<file path="config.mk">
export PLATFORM = sky130hd
export DESIGN_NAME = alu_writeback_stage
export DESIGN_NICKNAME = d
export VERILOG_FILES = /design/src/rtl/alu_writeback_stage.sv
export SDC_FILE = /design/constraint.sdc
export NUM_CORES = 1
export LEC_CHECK = 0
export CAP_MARGIN = 15
export CORE_ASPECT_RATIO = 0.75
export CORE_MARGIN = 3
export CORE_UTILIZATION = 45
export DETAILED_ROUTE_END_ITERATION = 8
export PLACE_DENSITY = 0.71
export SETUP_SLACK_MARGIN = 0.4
export SLEW_MARGIN = 20
export SYNTH_ARGS = -nofsm -noshare
export SYNTH_HDL_FRONTEND = slang
export SYNTH_SLANG_ARGS = --single-unit
</file>
<file path="constraint.sdc">
create_clock -name clk -period 4.2 [get_ports clk]
set_input_delay 0.63 -clock clk [delete_from_list [all_inputs] [get_ports clk]]
set_output_delay 0.63 -clock clk [all_outputs]
set_load 0.01 [all_outputs]
</file>
<file path="src/rtl/alu_writeback_stage.sv">
// Writeback stage behind the 32-bit ALU: evaluates condition codes against the
// architectural NZCV register, buffers ops in a small FIFO and hands them to the register file.
module alu_writeback_stage #(
  parameter int WIDTH = 32,
  parameter int RD_W  = 5,
  parameter int DEPTH = 2,
  parameter int CNT_W = 16
) (
  input  logic             clk,
  input  logic             reset,
  input  logic             in_valid,
  output logic             in_ready,
  input  logic [WIDTH-1:0] in_result,
  input  logic             in_n,
  input  logic             in_z,
  input  logic             in_c,
  input  logic             in_v,
  input  logic [RD_W-1:0]  in_rd,
  input  logic             in_set_flags,
  input  logic [3:0]       in_cond,
  output logic             wb_valid,
  input  logic             wb_ready,
  output logic [WIDTH-1:0] wb_result,
  output logic [RD_W-1:0]  wb_rd,
  output logic             wb_we,
  output logic [3:0]       flags_nzcv,
  output logic [CNT_W-1:0] retired_cnt,
  output logic [CNT_W-1:0] squashed_cnt
);

  localparam int PTR_W = $clog2(DEPTH);
  localparam int OCC_W = PTR_W + 1;

  function automatic logic cond_pass(input logic [3:0] cond, input logic [3:0] nzcv);
    logic n, z, c, v;
    logic pass;
    {n, z, c, v} = nzcv;
    case (cond)
      4'h0:    pass = z;
      4'h1:    pass = !z;
      4'h2:    pass = c;
      4'h3:    pass = !c;
      4'h4:    pass = n;
      4'h5:    pass = !n;
      4'h6:    pass = v;
      4'h7:    pass = !v;
      4'h8:    pass = c & !z;
      4'h9:    pass = !c | z;
      4'hA:    pass = (n == v);
      4'hB:    pass = (n != v);
      4'hC:    pass = !z & (n == v);
      4'hD:    pass = z | (n != v);
      4'hE:    pass = 1'b1;
      default: pass = 1'b0;
    endcase
    return pass;
  endfunction

  function automatic logic [CNT_W-1:0] sat_inc(input logic [CNT_W-1:0] cnt);
    return (&cnt) ? cnt : cnt + CNT_W'(1);
  endfunction

  logic [WIDTH-1:0] res_mem_q [DEPTH];
  logic [RD_W-1:0]  rd_mem_q  [DEPTH];
  logic             we_mem_q  [DEPTH];

  logic [PTR_W-1:0] wr_ptr_q, wr_ptr_d;
  logic [PTR_W-1:0] rd_ptr_q, rd_ptr_d;
  logic [OCC_W-1:0] count_q, count_d;
  logic [3:0]       flags_q, flags_d;
  logic [CNT_W-1:0] retired_q, retired_d;
  logic [CNT_W-1:0] squashed_q, squashed_d;

  logic [WIDTH-1:0] head_res_q, head_res_d;
  logic [RD_W-1:0]  head_rd_q, head_rd_d;
  logic             head_we_q, head_we_d;

  logic             push;
  logic             pop;
  logic             pass;
  logic [PTR_W-1:0] rd_ptr_nxt;

  assign in_ready   = (count_q != OCC_W'(DEPTH));
  assign wb_valid   = (count_q != '0);
  assign push       = in_valid & in_ready;
  assign pop        = wb_valid & wb_ready;
  assign pass       = cond_pass(in_cond, flags_q);
  assign rd_ptr_nxt = rd_ptr_q + PTR_W'(1);

  // Pointer, occupancy, flag and counter next-state
  always_comb begin
    wr_ptr_d   = wr_ptr_q;
    rd_ptr_d   = rd_ptr_q;
    count_d    = count_q;
    flags_d    = flags_q;
    retired_d  = retired_q;
    squashed_d = squashed_q;
    if (push) wr_ptr_d = wr_ptr_q + PTR_W'(1);
    if (pop)  rd_ptr_d = rd_ptr_nxt;
    case ({push, pop})
      2'b10:   count_d = count_q + OCC_W'(1);
      2'b01:   count_d = count_q - OCC_W'(1);
      default: count_d = count_q;
    endcase
    if (push && in_set_flags && pass) flags_d = {in_n, in_z, in_c, in_v};
    if (pop) begin
      if (head_we_q) retired_d  = sat_inc(retired_q);
      else           squashed_d = sat_inc(squashed_q);
    end
  end

  // Head register: loaded from the incoming op when it becomes the only entry,
  // otherwise from the next FIFO slot after a pop; holds when the FIFO drains.
  always_comb begin
    head_res_d = head_res_q;
    head_rd_d  = head_rd_q;
    head_we_d  = head_we_q;
    if (push && ((count_q == '0) || (pop && count_q == OCC_W'(1)))) begin
      head_res_d = in_result;
      head_rd_d  = in_rd;
      head_we_d  = pass;
    end else if (pop && count_q > OCC_W'(1)) begin
      head_res_d = res_mem_q[rd_ptr_nxt];
      head_rd_d  = rd_mem_q[rd_ptr_nxt];
      head_we_d  = we_mem_q[rd_ptr_nxt];
    end
  end

  always_ff @(posedge clk or posedge reset) begin
    if (reset) begin
      wr_ptr_q   <= '0;
      rd_ptr_q   <= '0;
      count_q    <= '0;
      flags_q    <= 4'b0000;
      retired_q  <= '0;
      squashed_q <= '0;
      head_res_q <= '0;
      head_rd_q  <= '0;
      head_we_q  <= 1'b0;
    end else begin
      wr_ptr_q   <= wr_ptr_d;
      rd_ptr_q   <= rd_ptr_d;
      count_q    <= count_d;
      flags_q    <= flags_d;
      retired_q  <= retired_d;
      squashed_q <= squashed_d;
      head_res_q <= head_res_d;
      head_rd_q  <= head_rd_d;
      head_we_q  <= head_we_d;
    end
  end

  // FIFO storage is data only; occupancy alone decides which slots are live
  always_ff @(posedge clk) begin
    if (push) begin
      res_mem_q[wr_ptr_q] <= in_result;
      rd_mem_q[wr_ptr_q]  <= in_rd;
      we_mem_q[wr_ptr_q]  <= pass;
    end
  end

  assign wb_result    = head_res_q;
  assign wb_rd        = head_rd_q;
  assign wb_we        = head_we_q;
  assign flags_nzcv   = flags_q;
  assign retired_cnt  = retired_q;
  assign squashed_cnt = squashed_q;

endmodule

</file>
=== Yosys cells after proc, flatten, opt, wreduce, memory -nomap -nowiden ===
Memory sizes are Yosys's and may differ from the RTL's.
Cells that the tools add are included.

* Mux-type cells: 10
* Bitwise operators: 9
* Add/sub/neg operators: 6
* Order comparisons: 1
* Shift operators: 0
* Reduce and logical (&&, ||, !) cells: 19
* Multipliers: 0
* Div/mod/pow operators: 0
* Eq/ne operators: 20

{| class="wikitable"
|+ Operators by type and width
! cell !! number
|-
| 2-to-1 mux 32 bit || 2
|-
| adder 16 x 1 -> 16 bit (second input constant) || 2
|-
| AND reduction 16 bit || 2
|-
| equality test 4 bit (second input constant) || 7
|-
| equality test 4 x 3 -> 1 bit (second input constant) || 4
|-
| one-hot mux 1 bit (15 select lines) || 1
|-
| 2-to-1 mux 5 bit || 2
|-
| equality test 4 x 2 -> 1 bit (second input constant) || 2
|-
| AND reduction 3 bit || 2
|-
| nonzero test 2 bit || 3
|-
| logical AND 1 bit || 5
|-
| AND 1 bit || 4
|-
| equality test 2 x 1 -> 1 bit (second input constant) || 2
|-
| equality test 4 x 1 -> 1 bit (second input constant) || 1
|-
| logical NOT 1 bit || 4
|-
| logical NOT 4 bit || 1
|-
| 2-to-1 mux 1 bit || 4
|-
| one-hot mux 2 bit (2 select lines) || 1
|-
| NOT 1 bit || 3
|-
| adder 1 bit (second input constant) || 2
|-
| adder 2 x 1 -> 2 bit (second input constant) || 1
|-
| equality test 2 bit (second input constant) || 1
|-
| greater-than comparator 2 x 1 -> 1 bit (second input constant) || 1
|-
| logical NOT 2 bit || 1
|-
| other kinds (6) || 7
|}

* Bits in writable memories: 76
* Latch bits: 0
* ROM bits: 0
* Register bits: 78
* Input bits: 50
* Output and inout bits: 76
* Word-level logic and storage cells: 77
* Memories: 3

{| class="wikitable"
|+ Memory list
! memory !! depth !! width !! rd ports !! clocked after memory_dff !! wr ports !! RTL line !! source
|-
| res_mem_q || 2 || 32 || 1 || 0 || 1 || 63 || <nowiki>logic [WIDTH-1:0] res_mem_q [DEPTH];</nowiki>
|-
| rd_mem_q || 2 || 5 || 1 || 0 || 1 || 64 || <nowiki>logic [RD_W-1:0] rd_mem_q [DEPTH];</nowiki>
|-
| we_mem_q || 2 || 1 || 1 || 0 || 1 || 65 || <nowiki>logic we_mem_q [DEPTH];</nowiki>
|}

=== Longest topological paths before layout ===
Gate-level depths: netlist of run 1.

* Depth after elaboration: 6
* Depth in mapped cells: 9
* Gate-level depth less buffers: 9

=== Least setup slack after synthesis of run 1 ===
Ideal clock, no wire load.

* Path type: flip-flop to flip-flop
* From: register count_q[0]
* To: memory rd_mem_q[0][0], enable pin
* Buffers on the path: 0
* Library setup time: 433 ps
* Path slack: 1283 ps
* Arrival: 2484 ps
* Period minus slack after synthesis: 2917 ps
* Cell stages (with the launch flop): 6
* Path through: dfrtp_1 > inv_1 > ha_1 > nor2b_4 > inv_1 > nor2_1

* Word-level cells in the longest chain between the ends: 4

{| class="wikitable"
|+ RTL lines
! what !! RTL line !! source
|-
| from (decl) || 69 || <nowiki>logic [OCC_W-1:0] count_q, count_d;</nowiki>
|-
| from (signal assigned) || 143 || <nowiki>count_q <= count_d;</nowiki>
|-
| != test 2 bit || 83 || <nowiki>assign in_ready = (count_q != OCC_W'(DEPTH));</nowiki>
|-
| AND 1 bit || 85 || <nowiki>assign push = in_valid & in_ready;</nowiki>
|-
| 2-to-1 mux 1 bit || 155 || <nowiki>if (push) begin</nowiki>
|-
| 2-to-1 mux 1 bit (implied by the code) || 157 || <nowiki>rd_mem_q[wr_ptr_q] <= in_rd;</nowiki>
|-
| to (decl) || 64 ||
|}

Every way passes these cells.

=== Worst setup path after layout of run 1 ===
* From: input in_cond[0]
* To: register flags_q[2], in the netlist flags_nzcv[2]

* Word-level cells in the longest chain between the ends: 3
* Elaborated cells between the ends (all ways): 17
* Those cells by class: eq/ne (14); mux (1); reduce/logical (2)

{| class="wikitable"
|+ RTL lines
! what !! RTL line !! source
|-
| from (decl) || 20 || <nowiki>input logic [3:0] in_cond,</nowiki>
|-
| equality test 4 bit (tied with other cells) || 38 || <nowiki>case (cond)</nowiki>
|-
| one-hot mux 1 bit (15 select lines) (*) || 38 ||
|-
| logical AND 1 bit (*) || 105 || <nowiki>if (push && in_set_flags && pass) flags_d = {in_n, in_z, in_c, in_v};</nowiki>
|-
| to (signal assigned) || 144 || <nowiki>flags_q <= flags_d;</nowiki>
|-
| to (decl) || 70 || <nowiki>logic [3:0] flags_q, flags_d;</nowiki>
|}

Mark *: on every way between the ends. The rest lies on a longest branch, timed or not.
A chain may end at the register's enable or synchronous reset.

==> results of run 1 <==
[stage by stage]
stage	util, %	std cells	total power (uW)	setup WS [ns]
6_report	61.1	840	5700	1.78
5_1_grt	61.1	840	6070	1.62
4_1_cts	60.9	839	5750	1.77
3_5_place_dp	56.8	807	4290	1.33
3_3_place_gp	56.8	807	4210	1.46
2_1_floorplan	-	527	3410	1.28
[sequential cells by signal (all words and copies together), names as in the netlist]
| register | count |
|---|---|
| flags_nzcv | 4 |
| we_mem_q | 2 |
| wb_result | 32 |
| rd_mem_q | 10 |
| res_mem_q | 64 |
| wb_we | 1 |
| squashed_cnt | 16 |
| wb_rd | 5 |
| retired_cnt | 16 |
| wr_ptr_q | 1 |
| count_q | 2 |
| rd_ptr_q | 1 |
[metal layers]
metal | part of all wire (%) | vias to the layer above | wire, um | GRT usage, %
met1 | 48 | 2086 | 6300 | 25.1
met3 | 6.9 | 8 | 913 | 5.74
met4 | 0.80 | 0 | 106 | 4.53
li1 | - | 2115 | - | -
met5 | 0 | - | 0 | 0
met2 | 45 | 138 | 5940 | 26.3
[power breakdown]
group,internal [uW],switching (uW)
combinational,943,873
clock,874,576
sequential,2080,350
total,3900,1800
[how the worst max path moves through the flow]
| stage | to | slack (ns) | cells after the start |
|---|---|---|---|
| floorplan | rd_mem_q[0][0]$_DFFE_PP_ | 1.28 | 5 |
| global placement | flags_nzcv[0]$_DFFE_PP0P_ | 1.46 | 7 |
| detailed placement | flags_nzcv[2]$_DFFE_PP0P_ | 1.33 | 7 |
| CTS | flags_nzcv[2]$_DFFE_PP0P_ | 1.77 | 7 |
| global route | flags_nzcv[1]$_DFFE_PP0P_ | 1.62 | 7 |
| finish | flags_nzcv[2]$_DFFE_PP0P_ | 1.78 | 7 |
[critical path, stage by stage]
cell and delay [ns]:
clkdlybuf4s50_1 0.69, nor3b_1 0.25, o21ai_0 0.10, a311oi_1 0.33, a311oi_2 0.11, a21oi_2 0.26, mux2_1 0.35
[synth_stat cells, types with 2 or more instances]
cell / n
nand2_1: 91
dfrtp_1: 78
edfxtp_1: 76
o21ai_0: 74
mux2i_1: 36
xnor2_1: 22
clkbuf_1: 18
nor2_1: 18
inv_1: 15
nand3_1: 13
xor2_1: 13
nor3_1: 8
ha_1: 6
mux2_2: 5
nand4_1: 4
nor2b_1: 4
a22oi_1: 3
buf_6: 3
mux2_1: 3
a21oi_1: 2
and2_1: 2
and3_1: 2
and3b_1: 2
and4_1: 2
buf_2: 2
nor3b_1: 2
o31ai_1: 2
[cells in the final DEF, fill, tap and decap left out, drive strengths merged, types with 3 or more instances in the layout]
cell,n
nor3,9
ha,6
mux2i,36
mux2,8
clkdlybuf4s50,125
nand3,13
nor2b,5
inv,15
nor2,18
a21oi,3
a22oi,4
xnor2,22
nand2,91
nand4,4
dfrtp,78
clkbuf,21
edfxtp,76
buf,5
and2,3
xor2,13
clkinvlp,3
o21ai,74
clkinv,6
[cell families (layout without fill, tap and decap cells)]
family	after synthesis	count (layout)	share of synthesized area, %
muxes	44	44	6.94
xor gates and xnor gates	35	35	4.72
and+or+nand+nor	157	157	11.1
adders and majority gates	6	6	1.16
AOI/OAI and AO/OA	92	92	8.12
DFF	154	154	65.3
buffers and inverters	39	177	2.70
[layout make-up]
type	count	share of cell area, %
sequential	154	50.0
multi-input combinational	334	24.8
timing repair buffer	130	15.3
clock buffer	21	5.19
tap	175	2.58
clock inverter	11	1.45
inverter	15	0.679
==> flow_summary_export.csv, run 1 <==
group,metric,value,unit
logic_synthesis,ys_seq_area_share,65.3,%
floorplanning,die_x,145,um
global_routing,grt_pass1_wl,21700,um
timing,tns,0,ns
job,maxCapViolations,0,
final_layout,fin_area,0.00848,mm^2
final_layout,ff_latch_area,0.00424,mm^2
setup_path,rr_worst_depth,4,
final_layout,multi_input_area,0.00210,mm^2
global_routing,overflow,0,
logic_synthesis,async_reset_ff_share,50.6,%
logic_synthesis,synthTopCellsByArea,"edfxtp_1 35%, dfrtp_1 30%, o21ai_0 5.7%, mux2i_1 5.6%, nand2_1 5.3%",
logic_synthesis,synthFlopType,"dfrtp_1",
route,routedWlPerCell,15.8,um
logic_synthesis,syn-cell-area,0.00649,mm^2
setup_path,worstReg2RegStart,"count_q[0]$_DFFE_PP0P_",
setup_path,cp-start-kind,"primary input",
logic_synthesis,yosys_warnings,0,
hold_path,hold_class,"flip-flop to flip-flop",
clock_network,clk_path_buf_depth,2,
clock_network,cts_hold_buf,0,
floorplanning,ioPinCount,126,
setup_path,reg2reg_slack,2.05,ns
global_routing,antenna_found_initial,0,
timing,slew_violations,0,
clock_network,postCtsSetupRepairBufs,0,
logic_synthesis,synth_edf_count,76,
clock_network,post_cts_resized,0,
timing,worst_slew_pin_slew,0.964,ns
final_layout,nets,708,
logic_synthesis,synth_area_leader_cell,"edfxtp_1",
place,dpl-instance-area,0.00789,mm^2
logic_synthesis,syn-instance-count,527,
timing,period_minus_slack,2.42,ns
route,vias,4347,
floorplanning,start_util,46.7,%
timing,fmax,412,MHz
pwr,vdd_drop_max,0.389,mV
floorplanning,core,0.0139,mm^2
setup_path,startpoint,"in_cond[0]",
floorplanning,rows,37,
timing,fin_skew,0.0129,ns
clock_network,cts.sinks,154,
global_routing,grt_max_degree,73,
setup_path,arrival,2.72,ns
final_layout,syn_to_final_growth,30.7,%
logic_synthesis,synth-seq-cells,154,
logic_synthesis,synth_top_area_share,35.2,%
timing,slew_headroom,35.7,%
floorplanning,die_h,110,um
timing,holdWs,0.493,ns
place,place.gp.congestion,0.769,
final_layout,n_fill_cell,1087,
route,vias_per_cell,5.18,
final_layout,num_antenna_cells,0,
setup_path,cp_max_fo,10,
hold_path,holdCritStartpoint,"retired_cnt[13]$_DFFE_PP0P_",
global_routing,grt_pass1_vias,4327,
route,drc,0,
clock_network,clkLatencyLatePin,0.41,ns
place,hpwlAfterDp,8810,um
hold_path,holdPathEnd,"retired_cnt[13]$_DFFE_PP0P_",
clock_network,clockRootBuffer,"clkbuf_16",
pwr,p_leak,0.00330,uW
logic_synthesis,synthDistinctLibCells,48,
pwr,powerDensity,672,mW/mm^2
setup_path,worstReg2RegEnd,"res_mem_q[1][16]$_DFFE_PP_",
setup_path,worstSetupPathType,"primary input to flip-flop",
clock_network,numCtsBuffers,17,
route,drtIter0Drc,200,
route,wl,13300,um
timing,rsz0062_at_grt,"no",
setup_path,end_kind,"flip-flop",
clock_network,clk_pin_slew,0.06,ns
run_status,status,"finished, final reports clean",
logic_synthesis,syn-num-nets,583,
timing,hold_viol,0,
clock_network,cts_tree,"built",
logic_synthesis,synth_area_per_cell,12.3,um^2
hold_path,min_path_cells,1,
route,first_pass_iters,4,
floorplanning,dieArea,0.0159,mm^2
place,io_buffers,125,
timing,post-route-period-util,57.7,%
final_layout,drive_gt1_share,7.67,%
global_routing,grtUsageTotal,17.6,%
timing,setup_viol,0,
clock_network,cts_max_level,4,
route,ant_nets,0,
setup_path,worstPathRequired,4.49,ns
Power figures use the tool's default switching activity.
==> run 2, diff against run 1 <==
==> constraint.sdc (replaced) <==
create_clock -name clk -period 2.5 [get_ports clk]
set_input_delay 0.375 -clock clk [delete_from_list [all_inputs] [get_ports clk]]
set_output_delay 0.375 -clock clk [all_outputs]
set_load 0.01 [all_outputs]
==> flow_summary_export.csv, run 2 (synthesis results as in run 1) <==
group,metric,value,unit
timing,worst_slack,0.488,ns
floorplanning,ioPinCount,126,
setup_path,worstReg2RegStart,"flags_nzcv[0]$_DFFE_PP0P_",
timing,rsz0062_at_grt,"yes",
global_routing,grt_pass1_wl,22500,um
floorplanning,rows,37,
run_status,status,"finished, final reports clean",
place,placed_cells,816,
final_layout,n_fill_cell,1040,
global_routing,antenna_found_initial,0,
timing,slew_headroom,61.7,%
global_routing,grt_pass1_vias,4461,
final_layout,num_antenna_cells,0,
route,wl_met1,6540,um
clock_network,clk_pin_slew,0.06,ns
final_layout,nets,721,
final_layout,fin_area,0.00869,mm^2
timing,worst_slew_pin_slew,0.575,ns
route,routedWlPerCell,16.5,um
final_layout,stdcell_count,853,
final_layout,largest_register,"res_mem_q",
global_routing,grt_max_degree,79,
setup_path,reg2reg_slack,0.53,ns
setup_path,worstReg2RegEnd,"flags_nzcv[0]$_DFFE_PP0P_",
setup_path,end_kind,"output port",
floorplanning,dieArea,0.0159,mm^2
timing,fmax,497,MHz
route,drc,0,
clock_network,clockRootBuffer,"clkbuf_16",
final_layout,final_cell_mix,"122 x clkdlybuf4s50_1, 91 x nand2_1, 76 x edfxtp_1, 75 x dfrtp_1, 73 x o21ai_0",
route,vias,4437,
floorplanning,die_h,110,um
floorplanning,core,0.0139,mm^2
route,route.met3.wl,975,um
place,hpwlAfterDp,9230,um
timing,post-route-period-util,80.5,%
place,place.gp.congestion,0.812,
pwr,p_total,9720,uW
setup_path,rr_worst_depth,6,
place,dpl-instance-area,0.00803,mm^2
place,pre_cts_slack,-0.0131,ns
timing,fin_skew,0.00860,ns
timing,slew_violations,0,
setup_path,cp_max_fo,2,
route,first_pass_iters,4,
timing,holdWs,0.425,ns
route,dr.max_layer_used,"met4",
final_layout,largest_register_ff_count,64,
final_layout,final_common_cell,"clkdlybuf4s50_1",
final_layout,drive_gt1_share,11.5,%
route,wl,14100,um
timing,period_minus_slack,2.01,ns
pwr,p_leak,0.00339,uW
floorplanning,die_x,145,um
floorplanning,start_util,46.7,%
route,drtIter0Drc,240,
job,maxCapViolations,0,
route,ant_nets,0,
pwr,vdd_drop_max,0.582,mV
final_layout,syn_to_final_growth,33.9,%
hold_path,hold_class,"primary input to asynchronous set/reset pin",
setup_path,arrival,1.64,ns
global_routing,overflow,0,
clock_network,cts_max_level,4,
pwr,powerDensity,1120,mW/mm^2
global_routing,grtUsageTotal,18.2,%
clock_network,cts_tree,"built",
setup_path,cp-start-kind,"flip-flop",
place,io_buffers,125,
clock_network,numCtsBuffers,17,
timing,hold_viol,0,
setup_path,worstPathRequired,2.12,ns
timing,setup_viol,0,
route,vias_per_cell,5.20,
clock_network,cts_hold_buf,0,
setup_path,worstSetupPathType,"flip-flop to output port",
clock_network,cts.sinks,154,
clock_network,clk_path_buf_depth,2,
clock_network,clkLatencyLatePin,0.41,ns
route,dr_wl_met2,6460,um
run 2: layer usage:
metal	track usage [%]	vias up
met2	28.1	137
met4	5.13	0
met3	5.61	11
met5	0	-
li1	-	2133
met1	25.2	2156
run 2: worst max-delay path by stage:
stage                                 end                       from
2_1_floorplan   flags_nzcv[0]$_DFFE_PP0P_  flags_nzcv[3]$_DFFE_PP0P_
3_3_place_gp    flags_nzcv[0]$_DFFE_PP0P_                 in_cond[0]
3_5_place_dp    flags_nzcv[1]$_DFFE_PP0P_                 in_cond[0]
4_1_cts         flags_nzcv[1]$_DFFE_PP0P_                 in_cond[0]
5_1_grt        retired_cnt[5]$_DFFE_PP0P_     count_q[1]$_DFFE_PP0P_
6_report                         in_ready     count_q[0]$_DFFE_PP0P_
run 2: repair_timing:
item,4_1_cts,5_1_grt
setup endpoints to repair,9,47
pin swaps,0,5
gates resized for setup,4,19
cloned,0,1
buffers inserted,1,3
run 2: where the power goes:
| group | internal (uW) | switching (uW) |
|---|---|---|
| Combinational | 1730 | 1640 |
| Sequential | 3490 | 511 |
| Clock | 1370 | 980 |
| Total | 6600 | 3130 |
run 2: final cells by class:
cell class                 count  area [um^2]  area share, %
clock buffer                  22          444           5.11
clock inverter                10         98.8           1.14
inverter                      15         60.1          0.691
multi-input combinational    334         2160           24.9
sequential                   154         4240           48.8
tap                          175          219           2.52
timing repair buffer         143         1460           16.8
run 2: metrics by stage:
stage / util, % / setup TNS [ns]
finish: 62.5 / 0
global route: 62.5 / 0
CTS: 61.8 / 0
detailed placement: 57.8 / -0.0275
global placement: 57.8 / 0
floorplan: - / 0
run 2: critical path: stages, from the launching register on:
cell and delay, ns:
dfrtp_1 0.38, inv_1 0.10, ha_2 0.23, inv_1 0.05
clkdlybuf4s50_1 0.47
==> run 3, diff against run 2 <==
==> constraint.sdc (replaced) <==
create_clock -name clk -period 2 [get_ports clk]
set_input_delay 0.3 -clock clk [delete_from_list [all_inputs] [get_ports clk]]
set_output_delay 0.3 -clock clk [all_outputs]
set_load 0.01 [all_outputs]
==> flow_summary_export.csv, run 3 (synthesis results as in run 1) <==
group,metric,value,unit
run_status,status,"finished, final reports clean",
final_layout,drive_gt1_share,42.8,%
timing,period_minus_slack,1.99,ns
place,place.gp.congestion,0.841,
final_layout,nets,809,
clock_network,cts_max_level,4,
global_routing,antenna_found_initial,0,
setup_path,worstReg2RegStart,"flags_nzcv[0]$_DFFE_PP0P_",
clock_network,clkLatencyLatePin,0.42,ns
place,placed_cells,822,
global_routing,overflow,0,
clock_network,numCtsBuffers,17,
job,maxCapViolations,0,
floorplanning,ioPinCount,126,
setup_path,cp-start-kind,"flip-flop",
timing,fmax,501,MHz
place,hpwlAfterDp,9050,um
setup_path,cp_max_fo,6,
route,vias_per_cell,5.42,
clock_network,cts_tree,"built",
setup_path,arrival,2.30,ns
setup_path,worstReg2RegEnd,"flags_nzcv[0]$_DFFE_PP0P_",
route,ant_nets,0,
final_layout,final_common_cell,"edfxtp_1",
final_layout,final_core_util,79.1,%
global_routing,grt_pass1_wl,28000,um
clock_network,cts.sinks,154,
route,vias,5099,
setup_path,reg2reg_slack,0.005,ns
global_routing,grt_max_degree,79,
final_layout,num_antenna_cells,0,
clock_network,clockRootBuffer,"clkbuf_16",
place,io_buffers,125,
setup_path,worstPathRequired,2.30,ns
pwr,p_leak,0.00480,uW
route,drtIter0Drc,284,
global_routing,grtUsageTotal,23.2,%
setup_path,rr_worst_depth,7,
floorplanning,core,0.0139,mm^2
timing,slew_violations,0,
final_layout,syn_to_final_growth,69.2,%
final_layout,largest_register_ff_count,64,
floorplanning,die_x,145,um
timing,fin_skew,0.00804,ns
setup_path,worstSetupPathType,"flip-flop to flip-flop",
timing,hold_viol,0,
route,routedWlPerCell,21.1,um
pwr,powerDensity,1450,mW/mm^2
final_layout,stdcell_count,941,
final_layout,largest_register,"res_mem_q",
timing,worst_slew_pin_slew,0.494,ns
clock_network,clk_path_buf_depth,2,
timing,post-route-period-util,99.7,%
route,wl,19800,um
floorplanning,rows,37,
setup_path,end_kind,"flip-flop",
global_routing,grt_pass1_vias,5229,
floorplanning,dieArea,0.0159,mm^2
floorplanning,die_h,110,um
final_layout,final_cell_mix,"76 x edfxtp_1, 73 x dlygate4sd2_1, 68 x dfrtp_1, 48 x clkdlybuf4s50_1, 39 x o21ai_2",
floorplanning,start_util,46.7,%
clock_network,clk_pin_slew,0.06,ns
timing,rsz0062_at_grt,"yes",
timing,slew_headroom,67.1,%
route,first_pass_iters,6,
pwr,vdd_drop_max,0.771,mV
timing,setup_viol,0,
route,drc,0,
hold_path,hold_class,"primary input to asynchronous set/reset pin",
[run 3: repair_timing]
item	4_1_cts	5_1_grt
gates resized for setup	232	193
buffers inserted	45	13
setup endpoints to repair	187	125
cloned	20	9
pin swaps	46	58
hold buffers	0	0
hold endpoints to repair	0	0
[run 3: how the worst max path moves through the flow]
stage / start / endpoint / slack [ns] / cells past startpoint
finish: flags_nzcv[0]$_DFFE_PP0P_ / flags_nzcv[0]$_DFFE_PP0P_ / 0.005 / 7
global route: in_cond[0] / flags_nzcv[0]$_DFFE_PP0P_ / -0.09 / 8
CTS: flags_nzcv[0]$_DFFE_PP0P_ / flags_nzcv[0]$_DFFE_PP0P_ / 0.03 / 6
detailed placement: in_cond[0] / flags_nzcv[0]$_DFFE_PP0P_ / -0.54 / 7
global placement: in_cond[0] / flags_nzcv[0]$_DFFE_PP0P_ / -0.35 / 7
floorplan: flags_nzcv[3]$_DFFE_PP0P_ / flags_nzcv[0]$_DFFE_PP0P_ / 0.17 / 7
[run 3: cell type report]
cell class | count | area [um^2]
inverter | 15 | 67.6
clock inverter | 14 | 158
multi-input combinational | 334 | 3040
tap | 175 | 219
timing repair buffer | 231 | 2820
sequential | 154 | 4250
clock buffer | 18 | 439
fill | 780 | 2910
[run 3: worst max-delay path: stages, from the launching register on]
cell      delay [ns]
dfrtp_2         0.46
nor2b_4         0.16
a221oi_2        0.31
a311oi_2        0.09
a311oi_2        0.32
a21oi_2         0.10
buf_6           0.15
mux2_4          0.29
[run 3: metrics by stage]
stage                     setup TNS [ns]  total power, uW  setup slack, ns  hold slack [ns]  cell area, um^2
after floorplan                        0             7250            0.165            0.399             6620
after global placement             -1.93             9270           -0.354            0.460             8230
after detailed placement           -3.09             9400           -0.541            0.466             8230
after CTS                              0            14400           0.0260            0.381            10000
after global routing              -0.404            16600          -0.0940            0.398            11000
final                                  0            15900          0.00532            0.360            11000
[run 3: routing by layer]
metal | up-vias | global-route usage [%] | wire length, um
met5 | - | 0 | 0
met4 | 0 | 6.99 | 333
met3 | 32 | 5.99 | 1020
met2 | 143 | 38.9 | 10400
met1 | 2592 | 30.1 | 8090
li1 | 2332 | - | -
[run 3: where the power goes]
part           leakage, uW  internal (uW)  switching, uW
registers          0.00167           4370            664
logic              0.00284           4050           3520
clock network     0.000291           1900           1380
total              0.00480          10300           5560
